==> src/rtl/branch_seeker_pkg.sv <==
// Shared core definitions: instruction encodings, program counter and core
// state types, plus the seek-direction and seek-FSM types used by the
// bracket-matching sequencer.
package branch_seeker_pkg;

  typedef logic [15:0] PROGRAM_COUNTER;
  typedef logic [8:0]  INSTRUCTION;

  // One-hot instruction encodings; NOP is the all-zero word.
  typedef enum logic [8:0] {
    NOP = 9'h000,
    INC = 9'h001,
    DEC = 9'h002,
    MVR = 9'h004,
    MVL = 9'h008,
    OUT = 9'h010,
    INP = 9'h020,
    CBF = 9'h040,
    CBB = 9'h080,
    HLT = 9'h100
  } op_code;

  typedef enum logic [1:0] {
    CORE_S   = 2'd0,
    BRANCH_S = 2'd1,
    HALT_S   = 2'd2
  } STATE;

  typedef enum logic {
    SEEK_FWD = 1'b0,
    SEEK_BWD = 1'b1
  } SEEK_DIR;

  typedef enum logic [1:0] {
    SEEK_IDLE = 2'd0,
    SEEK_FILL = 2'd1,
    SEEK_SCAN = 2'd2,
    SEEK_DONE = 2'd3
  } SEEK_STATE;

  // One address step in the scan direction (modulo 2^16).
  function automatic PROGRAM_COUNTER step_pc(input PROGRAM_COUNTER pc,
                                             input SEEK_DIR        d);
    return (d == SEEK_BWD) ? pc - 16'd1 : pc + 16'd1;
  endfunction

  // True when pc is the last address the scan may look at before wrapping.
  function automatic logic at_pc_limit(input PROGRAM_COUNTER pc,
                                       input SEEK_DIR        d);
    return (d == SEEK_BWD) ? (pc == 16'h0000) : (pc == 16'hFFFF);
  endfunction

endpackage

==> src/rtl/branch_seeker_depth_counter.sv <==
// Saturation-aware nesting-depth counter for the bracket seeker. The caller
// never asks it to step past zero or max; the guards keep it safe anyway.
module bracket_depth_counter #(
  parameter int DEPTH_W = 8
) (
  input  logic clk,
  input  logic reset,
  input  logic clear,
  input  logic inc,
  input  logic dec,
  output logic is_zero,
  output logic is_max
);

  localparam logic [DEPTH_W-1:0] ONE = DEPTH_W'(1);

  logic [DEPTH_W-1:0] depth_q;

  assign is_zero = (depth_q == '0);
  assign is_max  = &depth_q;

  // Depth register: sync reset/clear, otherwise step up or down.
  // NOTE: state registers use non-blocking assignments so every flop samples
  // pre-edge values, independent of always-block ordering.
  always_ff @(posedge clk) begin
    if (reset || clear) begin
      depth_q <= '0;
    end else if (inc && !dec && !is_max) begin
      depth_q <= depth_q + ONE;
    end else if (dec && !inc && !is_zero) begin
      depth_q <= depth_q - ONE;
    end
  end

endmodule

==> src/rtl/branch_seeker.sv <==
// Bracket-matching sequencer: walks instruction memory one word per cycle
// from a CBF/CBB, tracking nesting depth until the matching bracket, then
// hands the core a new PC (or flags an unmatched bracket).
module branch_seeker
  import branch_seeker_pkg::*;
#(
  parameter int DEPTH_W = 8
) (
  input  logic        clk,
  input  logic        reset,
  input  logic        start,
  input  logic        dir,
  input  logic [15:0] start_pc,
  input  logic [8:0]  instr,
  output logic [15:0] fetch_pc,
  output logic        busy,
  output logic [1:0]  core_state,
  output logic        done,
  output logic        pc_write,
  output logic [15:0] target_pc,
  output logic        error
);

  SEEK_STATE      state_q,     state_d;
  SEEK_DIR        dir_q,       dir_d;
  PROGRAM_COUNTER fetch_pc_q,  fetch_pc_d;
  PROGRAM_COUNTER chk_pc_q,    chk_pc_d;
  PROGRAM_COUNTER target_pc_q, target_pc_d;
  logic           done_q,      done_d;
  logic           pc_write_q,  pc_write_d;
  logic           error_q,     error_d;

  logic depth_clear, depth_inc, depth_dec;
  logic depth_zero,  depth_max;
  logic open_hit,    close_hit;

  bracket_depth_counter #(
    .DEPTH_W (DEPTH_W)
  ) u_depth (
    .clk     (clk),
    .reset   (reset),
    .clear   (depth_clear),
    .inc     (depth_inc),
    .dec     (depth_dec),
    .is_zero (depth_zero),
    .is_max  (depth_max)
  );

  // Opening/closing bracket relative to the scan direction; anything that is
  // not exactly CBF or CBB (including non-one-hot words) matches neither.
  always_comb begin
    open_hit  = 1'b0;
    close_hit = 1'b0;
    if (dir_q == SEEK_FWD) begin
      open_hit  = (instr == CBF);
      close_hit = (instr == CBB);
    end else begin
      open_hit  = (instr == CBB);
      close_hit = (instr == CBF);
    end
  end

  // Next-state logic for the seek FSM, PC stepping and the result pulses.
  // NOTE: every variable gets a default at the top so no path leaves one
  // unassigned, which would otherwise infer a latch.
  always_comb begin
    state_d     = state_q;
    dir_d       = dir_q;
    fetch_pc_d  = fetch_pc_q;
    chk_pc_d    = chk_pc_q;
    target_pc_d = target_pc_q;
    done_d      = 1'b0;
    pc_write_d  = 1'b0;
    error_d     = 1'b0;
    depth_clear = 1'b0;
    depth_inc   = 1'b0;
    depth_dec   = 1'b0;

    case (state_q)
      SEEK_IDLE: begin
        if (start) begin
          dir_d       = SEEK_DIR'(dir);
          fetch_pc_d  = step_pc(start_pc, SEEK_DIR'(dir));
          depth_clear = 1'b1;
          state_d     = SEEK_FILL;
        end
      end

      // Memory latency slot: the word for fetch_pc arrives next cycle.
      SEEK_FILL: begin
        chk_pc_d   = fetch_pc_q;
        fetch_pc_d = step_pc(fetch_pc_q, dir_q);
        state_d    = SEEK_SCAN;
      end

      SEEK_SCAN: begin
        chk_pc_d   = step_pc(chk_pc_q, dir_q);
        fetch_pc_d = step_pc(fetch_pc_q, dir_q);
        if (close_hit && depth_zero) begin
          target_pc_d = chk_pc_q + 16'd1;
          pc_write_d  = 1'b1;
          done_d      = 1'b1;
          state_d     = SEEK_DONE;
        end else if ((open_hit && depth_max) || at_pc_limit(chk_pc_q, dir_q)) begin
          // Unmatched: either nesting too deep to count, or the next word
          // would wrap around the address space.
          error_d = 1'b1;
          done_d  = 1'b1;
          state_d = SEEK_DONE;
        end else begin
          depth_inc = open_hit;
          depth_dec = close_hit;
        end
      end

      SEEK_DONE: begin
        state_d = SEEK_IDLE;
      end

      default: begin
        state_d = SEEK_IDLE;
      end
    endcase
  end

  // State and output registers with synchronous active-high reset.
  always_ff @(posedge clk) begin
    if (reset) begin
      state_q     <= SEEK_IDLE;
      dir_q       <= SEEK_FWD;
      fetch_pc_q  <= '0;
      chk_pc_q    <= '0;
      target_pc_q <= '0;
      done_q      <= 1'b0;
      pc_write_q  <= 1'b0;
      error_q     <= 1'b0;
    end else begin
      state_q     <= state_d;
      dir_q       <= dir_d;
      fetch_pc_q  <= fetch_pc_d;
      chk_pc_q    <= chk_pc_d;
      target_pc_q <= target_pc_d;
      done_q      <= done_d;
      pc_write_q  <= pc_write_d;
      error_q     <= error_d;
    end
  end

  assign busy       = (state_q == SEEK_FILL) || (state_q == SEEK_SCAN);
  assign core_state = busy ? BRANCH_S : CORE_S;
  assign fetch_pc   = fetch_pc_q;
  assign target_pc  = target_pc_q;
  assign done       = done_q;
  assign pc_write   = pc_write_q;
  assign error      = error_q;

endmodule

==> config.mk <==
export PLATFORM = sky130hd
export DESIGN_NAME = branch_seeker
export DESIGN_NICKNAME = d
export VERILOG_FILES = /design/src/rtl/branch_seeker_pkg.sv /design/src/rtl/branch_seeker_depth_counter.sv /design/src/rtl/branch_seeker.sv
export SDC_FILE = /design/constraint.sdc
export NUM_CORES = 1
export LEC_CHECK = 0
export ABC_CLOCK_PERIOD_IN_PS = 6500
export BUFFER_PORTS_ARGS = -buffer_cell sky130_fd_sc_hd__buf_4
export CORE_ASPECT_RATIO = 1.4
export CORE_MARGIN = 4
export CORE_UTILIZATION = 65
export CTS_BUF_LIST = sky130_fd_sc_hd__clkbuf_2 sky130_fd_sc_hd__clkbuf_4 sky130_fd_sc_hd__clkbuf_8
export DETAILED_ROUTE_END_ITERATION = 7
export HOLD_SLACK_MARGIN = 0.06
export PLACE_DENSITY = 0.92
export SETUP_SLACK_MARGIN = 0.02
export SLEW_MARGIN = 25
export SYNTH_ARGS = -nofsm -noshare
export SYNTH_HDL_FRONTEND = slang
export SYNTH_SLANG_ARGS = --single-unit
export TNS_END_PERCENT = 50
==> constraint.sdc <==
create_clock -name clk -period 6.5 [get_ports clk]
set_input_delay 0.975 -clock clk [delete_from_list [all_inputs] [get_ports clk]]
set_output_delay 0.975 -clock clk [all_outputs]
set_load 0.02 [all_outputs]
; After elaboration in Yosys (flattened, before gate mapping)
; Index checks and enable logic that the tools add are counted.
; Widths: inputs -> output; s select.
[op_classes]
muxes = 27
n_eq_ne = 8
n_bitwise = 1
n_reduce_logical = 27
n_lt_le_gt_ge = 0
mul = 0
add_sub_neg = 8
shift = 0
div = 0
[op_table]
columns = operator, count
row1 = $mux 16, 4
row2 = $pmux 16 s2, 2
row3 = $add 16x1->16 const B, 3
row4 = $sub 16x1->16 const B, 3
row5 = $eq 16x16->1 const B, 1
row6 = $logic_not 16->1, 1
row7 = $mux 8, 2
row8 = $mux 1, 15
row9 = $eq 9x7->1 const B, 1
row10 = $eq 9x8->1 const B, 1
row11 = $add 8x1->8 const B, 1
row12 = $logic_not 8->1, 1
row13 = $pmux 2 s4, 1
row14 = $reduce_and 2->1, 4
row15 = $reduce_and 8->1, 1
row16 = $sub 8x1->8 const B, 1
row17 = $logic_and 1x1->1, 6
row18 = $mux 2, 3
row19 = $reduce_bool 2->1, 3
row20 = $eq 2x2->1 const B, 2
row21 = $logic_not 1->1, 4
row22 = $reduce_or 2->1, 2
row23 = $logic_or 1x1->1, 3
row24 = $ne 3x3->1 const B, 1
row25 = other kinds (5), 5
[word_totals]
out_inout_bits = 38
reg_bits = 62
elab_cells = 80
in_bits = 29
mem_count = 0
latch_bits = 0
mem_bits_ro = 0
ram_bits = 0

; Logic depth before layout (Yosys ltp)
[logic_depth]
ltp_word = 12
depth_mapped = 15
depth_no_buf = 15

; Modules after synthesis
; A second synthesis with hierarchy kept.
[unflattened]
hier_cells = 643
hier_area_um2 = 5036.1
[by_module_without_submodules]
columns = module, cells_each, area_per_inst_um2, seq_area_each_um2, n_inst
row1 = branch_seeker, 569, 4376.7, 1081.0, 1
row2 = bracket_depth_counter, 74, 659.4, 160.2, 1

; Least setup slack after synthesis
; No wires, ideal clock.
[synth_path]
path_type = in2reg
from = input instr[2]
to = register u_depth.depth_q[7]
t_required_ps = 6379
path_stages = 13
t_arrival_ps = 3498
slack_ps = 2881
path_cell_list = nor4_1 -> o211ai_1 -> nor3_1 -> nor4b_2 -> nand2_1 -> ha_1 -> a21o_1 -> a21oi_1 -> o211ai_1 -> and3_1 -> o21ai_0 -> xor2_1 -> nor2_1
[synth_between]
elab_chain_cells = 11
word_cells_on_any_way = 21
classes_between = eq/ne (2) / mux (9) / reduce/logical (10)
[synth_rtl]
columns = element, line_no
row1 = start: declaration, branch_seeker.sv:14  ; input logic [8:0] instr,
row2 = $eq 9x7->1 or $eq 9x8->1 (tied branches), -
row3 = $mux 1, branch_seeker.sv:54  ; if (dir_q == SEEK_FWD) begin
row4 = $logic_and 1x1->1, branch_seeker.sv:104  ; end else if ((open_hit && depth_max) || at_pc_limit(chk_pc_q, dir_q)) begin
row5 = $logic_or 1x1->1, branch_seeker.sv:104
row6 = $mux 1, branch_seeker.sv:104
row7 = $mux 1, branch_seeker.sv:99  ; if (close_hit && depth_zero) begin
row8 = $mux 1, branch_seeker.sv:79  ; case (state_q)
row9 = "$logic_not 1->1, on equally long branches", "branch_seeker_depth_counter.sv:28, branch_seeker_depth_counter.sv:30"
row10 = "$logic_and 1x1->1, on equally long branches (2 in series)", "branch_seeker_depth_counter.sv:28, branch_seeker_depth_counter.sv:30"
row11 = $mux 8 or $reduce_bool 2->1 (tied branches), -
row12 = end signal: assignment, branch_seeker_depth_counter.sv:29  ; depth_q <= depth_q + ONE;
row13 = end signal: assignment, branch_seeker_depth_counter.sv:31  ; depth_q <= depth_q - ONE;
row14 = end: declaration, branch_seeker_depth_counter.sv:17  ; logic [DEPTH_W-1:0] depth_q;
; Parallel ways exist; a longest one is shown, timed or not.
; A chain may end at the register's enable or synchronous reset.

; Worst setup path in the final report
[layout_path]
from = register chk_pc_q[0]
to = register u_depth.depth_q[7]
[layout_between]
elab_chain_cells = 10
word_cells_on_any_way = 18
classes_between = eq/ne (1) / mux (8) / reduce/logical (9)
[layout_rtl]
columns = element, line_no
row1 = start: declaration, branch_seeker.sv:27  ; PROGRAM_COUNTER chk_pc_q, chk_pc_d;
row2 = start signal: assignment, branch_seeker.sv:141  ; chk_pc_q <= chk_pc_d;
row3 = $eq 16x16->1 or $logic_not 16->1 (tied branches), branch_seeker_pkg.sv:50  ; return (d == SEEK_BWD) ? (pc == 16'h0000) : (pc == 16'hFFFF);
row4 = $mux 1 (*), branch_seeker_pkg.sv:50
row5 = $logic_or 1x1->1 (*), branch_seeker.sv:104
row6 = $mux 1, branch_seeker.sv:104
row7 = $mux 1, branch_seeker.sv:99
row8 = $mux 1, branch_seeker.sv:79
row9 = "$logic_not 1->1, on equally long branches", "branch_seeker_depth_counter.sv:28, branch_seeker_depth_counter.sv:30"
row10 = "$logic_and 1x1->1, on equally long branches (2 in series)", "branch_seeker_depth_counter.sv:28, branch_seeker_depth_counter.sv:30"
row11 = $mux 8 or $reduce_bool 2->1 (tied branches), -
; Mark *: on every way between the ends. The rest lies on a longest branch, timed or not.

==> out/results.txt <==
r2r setup slk: 2.64 ns
placer's final routability congestion estimate: 0.904
switching portion of total power: 46.3%
worst skew pair latency: 0.36 ns
Initial DRC Count: 465
hold path endpoint: target_pc[1]$_SDFFE_PP0P_
Post-synth top cells: nor2_1 (81), dfxtp_1 (62), nand2_1 (49)
setup ws final: 2.64 ns
IO Pins: 67
Synth Area per Inst: 7.72 um2
Compound-Gate Fraction of Synth Area: 24.9%
final count of negative-setup-slack endpoints: 0
post-cts resize count: 0
post-synthesis register bit count: 62
R2R cell count: 15
Worst Skew: 0.0115 ns
H-tree lvl count: 3
ys flop type: dfxtp_1
WHS: 0.457 ns
largest family of logic cells by synthesized area: compound AO/OA/AOI/OAI gates
Worst Path Required: 6.73 ns
Synth Area in Adders: 10.7%
GR Overflow Total: 0
combinational share of power: 55.5%
Post-DRT Antenna Nets: 0
Synth Instances: 651
PD cells: 345 nW/um2
die width: 82.3 um
CTS tree: built
Util after Layout: 75.8%
gr usage total: 28.1%
WHS Path Cells: 2
vias post-DR: 5023
largest area contributor in the netlist: dfxtp_1
Synthesized Nets: 721
Clk pin slew, worst setup/hold paths: 0.07 ns
layout cell share with drive strength beyond 1: 14.1%
area share of the largest cell type after synthesis: 24.7%
vias in the first global route: 4777
xor/xnor share of the synthesized area: 7.49%
die area: 9220 um2
status: finished, final reports clean
post-route minimum period: 3.86 ns
area growth from synthesis to layout: 12.4%
core area: 7450 um2
Routed Wire Length: 12.4 mm
worst path cell trace: inv_1 -> ha_1 -> and2_1 -> nand4b_1 -> o22ai_1 -> nor4b_2 -> nand2_1 -> ha_1 -> a21o_1 -> a21oi_1 -> o211ai_1 -> and3_1 -> o21ai_0 -> xor2_1 -> nor2_1
TritonRoute pass-1 iters: 6
Worst-Margin Slew: 0.715 ns
FILL cells: 555
row count: 37
post-CTS setup buffers: 0
pre-CTS setup slack: 2.30 ns
wire per inst: 15.7 um
Yosys warnings: 0
clock sink total: 62
Hold Crit Class: flop to flop
total of max-cap violations: 0
synthesized cell area: 5030 um2
crit path max fanout: 7
Slew Viols, Final: 0
Max-slew headroom: 52.3%
FF-to-FF End: u_depth.depth_q[7]$_SDFFE_PP0P_
number of vias per cell: 6.34
Crit Path Class: flop to flop
DRC viols: 0
top-count cell post-synth: nor2_1
Most common cell on crit path: ha_1
Final Hold Viols: 0
Final TNS setup: 0 ns
worst flop-to-flop path startpoint: chk_pc_q[0]$_SDFFE_PP0N_
Slowest-stage cell, CP: dfxtp_1
clock buffer count from CTS: 9
fraction of registers with async set/reset: 0%
Pleak: 2.37 nW
root buffer cell: clkbuf_8
main area contributors after synthesis: dfxtp_1 (25%), ha_1 (9.5%), nor2_1 (6.0%)
die height: 112 um
Sequential Power Share: 29.5%
# diodes: 0
synth unique cells: 72
Arrival @ worst endpoint: 4.09 ns
IO Port Bufs: 65
Critical Path Source Type: flop
CP Capture Type: flop
Psw: 0.904 mW
peak supply drop: 0.000211 V
post-synthesis mux area share: 2.81%
largest net degree at the start of global routing: 50
Initial Utilization: 67.4%
Pint: 1.05 mW
CP peak stage delay: 0.47 ns
RSZ-0062 raised after global routing: no
Tcrit/Tclk final: 59.4%
antenna violations before repair: 0
detailed placement HPWL: 9.37 mm
Longest Clk Path Bufs: 2
number of synthesized flops with an enable pin: 0
Clk pwr share: 15.0%
CTS Hold Bufs: 0
min-delay src: target_pc[1]$_SDFFE_PP0P_
sequential area share after synthesis: 24.7%
Nets: 763
Fmax: 259 MHz
Post-Synth Simple-Gate Area: 24.1%
first-pass GRT wire length: 21.0 mm
## layout make-up
class                   instances  area (um2)  share of cell area, %
clock inverters                 2        10.0                  0.177
clock buffers                  11         151                   2.68
flip-flops and latches         62        1240                   22.0
inverters                      20        75.1                   1.33
well taps                      97         121                   2.15
repair buffers                 69         518                   9.17
multi-input cells             531        3530                   62.5
## cells in the final DEF, fill, tap and decap left out, types with 5 or more instances in the layout
master / count
nor2_1: 80
buf_4: 69
dfxtp_1: 62
nand2_1: 49
a21oi_1: 42
ha_1: 38
a211oi_1: 35
o21ai_0: 35
nor3_1: 22
xnor2_1: 22
xor2_1: 21
inv_1: 19
nand3_1: 19
a21o_1: 16
mux2i_1: 13
nor2b_1: 13
nand2b_1: 11
clkbuf_8: 11
nand4_1: 7
a31oi_1: 6
o31ai_1: 5
## worst max-delay path, delay by kind of cell (launching register included)
family	cells	cell delay [ns]
simple gates	6	1.43
xor+xnor	1	0.17
buf+inv	1	0.12
compound gates	5	0.98
flops	1	0.47
fa+ha+maj	2	0.56
## power groups by stage
stage | registers, mW | clock network [mW] | logic, mW
2_1_floorplan | 0.568 | 0 | 0.824
3_3_place_gp | 0.575 | 0 | 1.02
3_5_place_dp | 0.580 | 0 | 1.06
4_1_cts | 0.572 | 0.293 | 1.07
5_1_grt | 0.589 | 0.311 | 1.19
6_report | 0.576 | 0.292 | 1.08
## how the worst max path moves through the flow
stage	from	endpoint	slack [ns]	depth (start not counted)
global placement	instr[2]	u_depth.depth_q[7]$_SDFFE_PP0P_	2.47	14
floorplan	instr[2]	u_depth.depth_q[7]$_SDFFE_PP0P_	2.88	13
finish	chk_pc_q[0]$_SDFFE_PP0N_	u_depth.depth_q[7]$_SDFFE_PP0P_	2.64	15
global route	instr[2]	u_depth.depth_q[7]$_SDFFE_PP0P_	2.37	14
CTS	instr[2]	u_depth.depth_q[7]$_SDFFE_PP0P_	2.66	14
detailed placement	instr[2]	u_depth.depth_q[7]$_SDFFE_PP0P_	2.30	14
## through the flow
stage	power [mW]	area, um2	std cells
finish	1.95	5650	792
global route	2.09	5650	792
CTS	1.93	5640	792
detailed placement	1.64	5480	779
global placement	1.60	5480	779
floorplan	1.39	5030	651
## flip-flops by register name, summed over array words and instances (netlist names)
signal and flops:
done 1, chk_pc_q 16, fetch_pc 16, u_depth.depth_q 8, dir_q 1, state_q 2
error 1, target_pc 16, pc_write 1
## metal layers
layer / share of wire [%] / wire length [um] / global-route usage, %
met5: 0 / 0 / 0
met2: 51 / 6390 / 49.3
met3: 4.9 / 613 / 4.01
met1: 39 / 4900 / 31.3
met4: 4.1 / 508 / 15.7
## cells by family (layout without fill, tap and decap cells)
family,after synthesis,count (layout)
simple gates,244,244
buf+inv,58,102
compound gates,188,188
flops,62,62
xor+xnor,43,43
other cells,1,1
mux,14,14
fa+ha+maj,41,41
(Power assumes the default switching activity.)
